--- config.mk ---
export PLATFORM = sky130hd
export DESIGN_NAME = ibex_cheri_wb_buffer
export DESIGN_NICKNAME = d
export VERILOG_FILES = /design/src/rtl/ibex_cheri_wb_buffer.sv
export SDC_FILE = /design/constraint.sdc
export NUM_CORES = 1
export LEC_CHECK = 0
export ABC_AREA = 1
export ABC_CLOCK_PERIOD_IN_PS = 7900
export BUFFER_PORTS_ARGS = -buffer_cell sky130_fd_sc_hd__buf_2
export CAP_MARGIN = 10
export CORE_MARGIN = 5
export CORE_UTILIZATION = 55
export CTS_BUF_LIST = sky130_fd_sc_hd__clkbuf_8
export DETAILED_ROUTE_END_ITERATION = 16
export MAX_ROUTING_LAYER = met4
export PLACE_DENSITY = 0.82
export SLEW_MARGIN = 20
export SYNTH_ARGS = -nofsm -noshare
export SYNTH_HDL_FRONTEND = slang
export SYNTH_SLANG_ARGS = --single-unit
--- constraint.sdc ---
create_clock -name clk_i -period 7.9 [get_ports clk_i]
set_input_delay 1.975 -clock clk_i [delete_from_list [all_inputs] [get_ports clk_i]]
set_output_delay 1.975 -clock clk_i [all_outputs]
set_load 0.02 [all_outputs]
--- src/rtl/ibex_cheri_wb_buffer.sv ---
// Two-entry in-order writeback buffer between EX and the register-file write port.
// Captures integer/capability results plus CHERI exception state; a faulting head self-flushes on retire.
module ibex_cheri_wb_buffer #(
  parameter int CheriCapWidth = 91,
  parameter int CheriExcWidth = 11
) (
  input  logic                     clk_i,
  input  logic                     rst_i,
  input  logic                     ex_valid_i,
  output logic                     ex_ready_o,
  input  logic [31:0]              result_ex_i,
  input  logic [CheriCapWidth-1:0] cheri_result_i,
  input  logic                     cheri_wrote_capability_i,
  input  logic [CheriExcWidth-1:0] cheri_exceptions_a_i,
  input  logic [CheriExcWidth-1:0] cheri_exceptions_b_i,
  input  logic                     rf_we_i,
  input  logic [4:0]               rf_waddr_i,
  input  logic                     flush_i,
  output logic                     wb_valid_o,
  input  logic                     wb_ready_i,
  output logic                     rf_we_o,
  output logic [4:0]               rf_waddr_o,
  output logic [CheriCapWidth-1:0] rf_wdata_o,
  output logic                     rf_wcap_o,
  output logic                     exc_valid_o,
  output logic                     exc_operand_o,
  output logic [4:0]               exc_cause_o
);

  typedef struct packed {
    logic [CheriCapWidth-1:0] wdata;
    logic                     wcap;
    logic                     we;
    logic [4:0]               waddr;
    logic                     exc;
    logic                     operand;
    logic [4:0]               cause;
  } entry_t;

  entry_t     mem_q [2];
  logic       wptr_q;
  logic       rptr_q;
  logic [1:0] count_q;

  entry_t     new_entry;
  entry_t     head;
  logic       push;
  logic       pop;

  // Scanning from the top down leaves the index of the lowest set bit.
  function automatic logic [4:0] lowest_set(input logic [CheriExcWidth-1:0] vec);
    logic [4:0] idx;
    idx = '0;
    for (int i = CheriExcWidth - 1; i >= 0; i--) begin
      if (vec[i]) idx = 5'(i);
    end
    return idx;
  endfunction

  // NOTE: every field gets a default first so no path through this block infers a latch.
  always_comb begin
    new_entry = '0;
    if (cheri_wrote_capability_i) begin
      new_entry.wdata = cheri_result_i;
      new_entry.wcap  = 1'b1;
    end else begin
      new_entry.wdata = {{(CheriCapWidth-32){1'b0}}, result_ex_i};
      new_entry.wcap  = 1'b0;
    end
    if (|cheri_exceptions_a_i) begin
      new_entry.exc     = 1'b1;
      new_entry.operand = 1'b0;
      new_entry.cause   = lowest_set(cheri_exceptions_a_i);
    end else if (|cheri_exceptions_b_i) begin
      new_entry.exc     = 1'b1;
      new_entry.operand = 1'b1;
      new_entry.cause   = lowest_set(cheri_exceptions_b_i);
    end
    new_entry.waddr = rf_waddr_i;
    new_entry.we    = rf_we_i && !new_entry.exc && (rf_waddr_i != 5'd0);
  end

  assign head       = mem_q[rptr_q];
  assign ex_ready_o = !rst_i && (count_q != 2'd2);
  assign wb_valid_o = !rst_i && (count_q != 2'd0);
  assign push       = ex_valid_i && ex_ready_o;
  assign pop        = wb_valid_o && wb_ready_i;

  // Head fields are forced to zero whenever nothing is presented, including during reset.
  assign rf_we_o       = wb_valid_o && head.we;
  assign rf_waddr_o    = wb_valid_o ? head.waddr : 5'd0;
  assign rf_wdata_o    = wb_valid_o ? head.wdata : '0;
  assign rf_wcap_o     = wb_valid_o && head.wcap;
  assign exc_valid_o   = wb_valid_o && head.exc;
  assign exc_operand_o = wb_valid_o && head.operand;
  assign exc_cause_o   = wb_valid_o ? head.cause : 5'd0;

  // NOTE: state updates use non-blocking assignments so every register sees pre-edge values.
  always_ff @(posedge clk_i) begin
    if (rst_i) begin
      count_q <= 2'd0;
      wptr_q  <= 1'b0;
      rptr_q  <= 1'b0;
      // NOTE: payloads need no reset functionally; clearing them keeps simulation deterministic.
      for (int i = 0; i < 2; i++) mem_q[i] <= '0;
    end else if (flush_i || (pop && head.exc)) begin
      // A retiring fault discards younger entries and any push in the same cycle.
      count_q <= 2'd0;
      wptr_q  <= 1'b0;
      rptr_q  <= 1'b0;
    end else begin
      if (push) begin
        mem_q[wptr_q] <= new_entry;
        wptr_q        <= ~wptr_q;
      end
      if (pop) rptr_q <= ~rptr_q;
      case ({push, pop})
        2'b10:   count_q <= count_q + 2'd1;
        2'b01:   count_q <= count_q - 2'd1;
        default: count_q <= count_q;
      endcase
    end
  end

endmodule

# Word-level counts from Yosys, hierarchy flattened
# Memory sizes are Yosys's and may differ from the RTL's. A register that Yosys moved wholly into a read port is not among the register bits.
# Index checks and enable logic that the tools add are counted.
[word_totals]
latch_bits = 0
ram_bits = 210
n_memories = 1
ff_bits = 4
mem_bits_ro = 0
out_inout_bits = 107
[op_classes]
n_mul = 0
eq_ne = 3
add_sub_neg = 2
magnitude_cmp = 0
shifts = 0
div = 0
n_mux = 40
reduce_logical = 21
bitwise = 2
[mem_list]
columns = ["name", "words", "word_bits", "read_ports", "rd_ports_with_merged_regs", "write_ports", "line", "rtl"]
rows = [
  ["mem_q", 2, 105, 1, 1, 2, "40", "entry_t mem_q [2];"],
]
[ops]
columns = ["cell", "n"]
rows = [
  ["2-to-1 mux 5 bit", 22],
  ["2-to-1 mux 105 bit", 1],
  ["OR reduction 105 bit", 1],
  ["2-to-1 mux 92 bit", 1],
  ["2-to-1 mux 91 bit", 1],
  ["OR reduction 11 bit", 2],
  ["2-to-1 mux 7 bit", 2],
  ["logical AND 1 bit", 11],
  ["2-to-1 mux 1 bit", 10],
  ["2-to-1 mux 4 bit", 2],
  ["nonzero test 5 bit", 1],
  ["case mux 2 bit (2 select lines)", 1],
  ["nonzero test 2 bit", 2],
  ["adder 2 x 1 -> 2 bit, second input constant", 1],
  ["== test 2 x 1 -> 1 bit, second input constant", 1],
  ["== test 2 bit, second input constant", 1],
  ["logical NOT 1 bit", 2],
  ["!= test 2 bit, second input constant", 1],
  ["NOT 1 bit", 2],
  ["OR reduction 2 bit", 1],
  ["subtractor 2 x 1 -> 2 bit, second input constant", 1],
  ["logical OR 1 bit", 1],
]

# Depth between registers and ports, before layout
[logic_depth]
ltp_word = 17
mapped_depth = 11
ltp_nobuf = 11

# Least setup slack after synthesis
# Ideal clock, no wire load.
[synth_timing]
kind = "in2reg"
from = "input port rst_i"
to = "memory mem_q[1][0] (netlist bit), enable pin"
path_slack_ns = 2.350
t_required_ns = 7.434
stages = 6
n_path_buf = 1
setup_ns = 0.466
arrival_time_ns = 5.084
path_cell_list = "a21oi_2 > nand2_4 > nor2_8 > nand2_4 > buf_2 > nand2_1"
[synth_rtl]
columns = ["element", "line", "rtl"]
rows = [
  ["start, declared", "8", "input logic rst_i,"],
  ["end, declared", "40", ""],
]

# Worst setup path after layout
[layout_timing]
from = "input port rst_i"
to = "output port rf_wdata_o[66]"
[layout_between]
elab_chain_cells = 3
[layout_lines]
columns = ["element", "line", "rtl"]
rows = [
  ["logical NOT 1 bit", "85", "assign wb_valid_o = !rst_i && (count_q != 2'd0);"],
  ["logical AND 1 bit", "85", ""],
  ["2-to-1 mux 91 bit", "92", "assign rf_wdata_o = wb_valid_o ? head.wdata : '0;"],
  ["end, declared", "23", "output logic [CheriCapWidth-1:0] rf_wdata_o,"],
]
# Every way passes these cells.

==> results.py <==
metrics = {
    "floorplan": {
        "start_util": 0.5609,
        "die_y_um": 148.6,
        "die-area_sq_um": 22070,
        "placementRows": 50,
        "io-pin-count": 264,
        "core_sq_um": 18830,
        "die_w_um": 148.6,
    },
    "job": {
        "drv_cap": 0,
    },
    "synth": {
        "netlist_top_cells_count": "edfxtp_1, nor2_1, inv_1",
        "synthArstFlopShare": 0,
        "yosysWarnings": 0,
        "synthDistinctLibCells": 34,
        "ys_ff_latch": 213,
        "ys_seq_area_frac": 0.6009,
        "yosysMostFrequentCell": "edfxtp_1",
        "synth_edf_count": 208,
        "syn-num-nets": 1142,
        "synthCells": 984,
        "synth_area_sq_um": 10560,
        "synth_top_area_frac": 0.5914,
        "synth_area_leader_cell": "edfxtp_1",
        "syn-mean-instance-area_sq_um": 10.73,
        "synthTopCellsByArea": "edfxtp_1, mux2_2, nor2_1",
        "synth_ff_type": "edfxtp_1",
    },
    "power": {
        "peakVddDrop_mv": 0.1085,
        "powerDensity_nw_per_um2": 186.2,
        "p_leak_nw": 6.594,
        "p_total_mw": 2.336,
    },
    "worst_setup_path": {
        "start_kind": "primary input",
        "cp.arrival_ns": 3.71,
        "regToRegSetupSlack_ns": 3.52,
        "critPathKind": "primary input to output port",
        "cp_max_fo": 44,
        "required_ns": 5.93,
        "critPathCaptureType": "output port",
    },
    "global_routing": {
        "antenna_found_initial": 2,
        "grt_overflow": 0,
        "grt_usage": 0.2077,
        "grt_max_degree": 61,
        "grt_pass1_vias": 7548,
        "grt_pass1_wl_mm": 35.89,
    },
    "clocking": {
        "cts_buffers": 35,
        "post_cts_resized": 0,
        "clock-root-buffer": "clkbuf_8",
        "cts_max_path_buffers": 3,
        "clk_latency_ns": 0.50,
        "cts_tree": "built",
        "clk_pin_slew_worst_paths_ns": 0.05,
        "clock-sinks": 213,
        "cts_setup_buffers": 0,
        "holdBufCountCts": 0,
        "cts_max_level": 2,
    },
    "timing": {
        "relSlewSlack": 0.3133,
        "max_clock_freq_mhz": 175.9,
        "fin_hold_ws_ns": 0.5382,
        "finalHoldViolations": 0,
        "fin_tns_setup_ns": 0,
        "setup_violations": 0,
        "worst_pin_slew_ns": 1.030,
        "slew_violations": 0,
        "min_period_ns": 5.686,
        "fin_crit_sh": 0.7198,
        "skew_ns": 0.01426,
        "rsz0062_at_grt": "false",
    },
    "final_layout": {
        "layout.nets": 1398,
        "ff_latch_area_sq_um": 6350,
        "n_fill_cell": 1451,
        "stdcell_area_sq_um": 12550,
        "multi_input_area_sq_um": 3192,
        "syn2layout_area_growth_pct": 18.80,
        "drive_above_1_share": 0.3492,
    },
    "routing": {
        "drtAntennaViolNets": 0,
        "routed_wl_mm": 22.54,
        "drc": 0,
        "via_count": 7426,
        "drt_iter0_drc": 418,
        "first_pass_iters": 5,
        "routed_via_density": 4.870,
        "wl_per_cell_um": 14.78,
    },
    "placed_design": {
        "place.gp.congestion": 0.8462,
        "portBuffers": 262,
        "hpwl_mm": 14.91,
        "placed_area_sq_um": 11950,
    },
    "status": {
        "outcome": "finished clean",
    },
    "hold_path": {
        "worstHoldPathType": "flop to flop",
    },
}
[stage by stage]
stage | worst slack (ns) | utilization | instances
2_1_floorplan | 2.350 | - | 984
3_3_place_gp | 2.270 | 0.6344 | 1463
3_5_place_dp | 2.193 | 0.6344 | 1463
4_1_cts | 2.190 | 0.6660 | 1523
5_1_grt | 2.049 | 0.6663 | 1525
6_report | 2.214 | 0.6663 | 1525
[cell type report]
type	count	share of cell area
Antenna cell	2	0.0003989
Clock buffer	37	0.04059
Clock inverter	23	0.006980
Inverter	194	0.05814
Multi-Input combinational cell	529	0.2544
Sequential cell	213	0.5061
Tap cell	260	0.02593
Timing Repair Buffer	267	0.1075
[critical path: stages]
cell and delay (ns):
buf_2 0.09, inv_1 0.11, o21ai_2 0.12, clkinv_2 0.56, buf_4 0.49, nand2_1 0.13
inv_1 0.05, buf_2 0.15
[where the power goes]
group	internal, mW	total [mW]	switching, mW
Combinational	0.0796	0.194	0.115
Clock	0.429	0.832	0.403
Sequential	1.30	1.31	0.0136
Total	1.81	2.34	0.531
[final timing paths]
check                                     to  depth (start not counted)                    start
setup reg to reg  mem_q[1][49]$_SDFFCE_PN0P_                          6                     flop
hold reg to reg      count_q[0]$_SDFFE_PP0P_                          2  count_q[0]$_SDFFE_PP0P_
hold / removal       count_q[0]$_SDFFE_PP0P_                          2  count_q[0]$_SDFFE_PP0P_
setup / recovery              rf_wdata_o[66]                          8                    rst_i
[flip-flops by register name (all words and copies together), names as in the netlist, named ones only]
name	count
wptr_q	1
count_q	2
mem_q	208
rptr_q	1
[kinds of logic after synthesis]
| logic type | Yosys count | synth area share |
|---|---|---|
| multiplexers | 135 | 0.1401 |
| AND/OR/NAND/NOR | 371 | 0.1460 |
| flip-flops | 213 | 0.6009 |
| XOR/XNOR | 2 | 0.001659 |
| buffers and inverters | 242 | 0.09833 |
| adder cells (fa/ha/maj) | 1 | 0.001185 |
| other | 1 | 0.0003551 |
| AO/OA/AOI/OAI | 19 | 0.01149 |
[routing by layer]
layer  global-route usage  wire, um  vias up
li1                     -         -     3634
met1               0.2517      9055     3487
met2               0.3508     11290      267
met3              0.04509      1725       38
met4              0.06420       470        0
met5                    -         0        -
[cells in the final DEF (no fill, tap or decap), drive strengths merged, types with 2 or more instances in the layout]
master  synthesis  layout
mux2i          32      32
edfxtp        208     208
mux2          103     103
nand2         140     140
buf            43     267
nor3            3       3
dfxtp           5       5
o21ai           4       4
nor2          218     218
nand3           6       6
o21bai          2       2
clkbuf          5      37
a21oi          12      12
clkinv          0      12
inv           194     205
diode           0       2
Note: power is estimated with default switching activity, not from simulation.
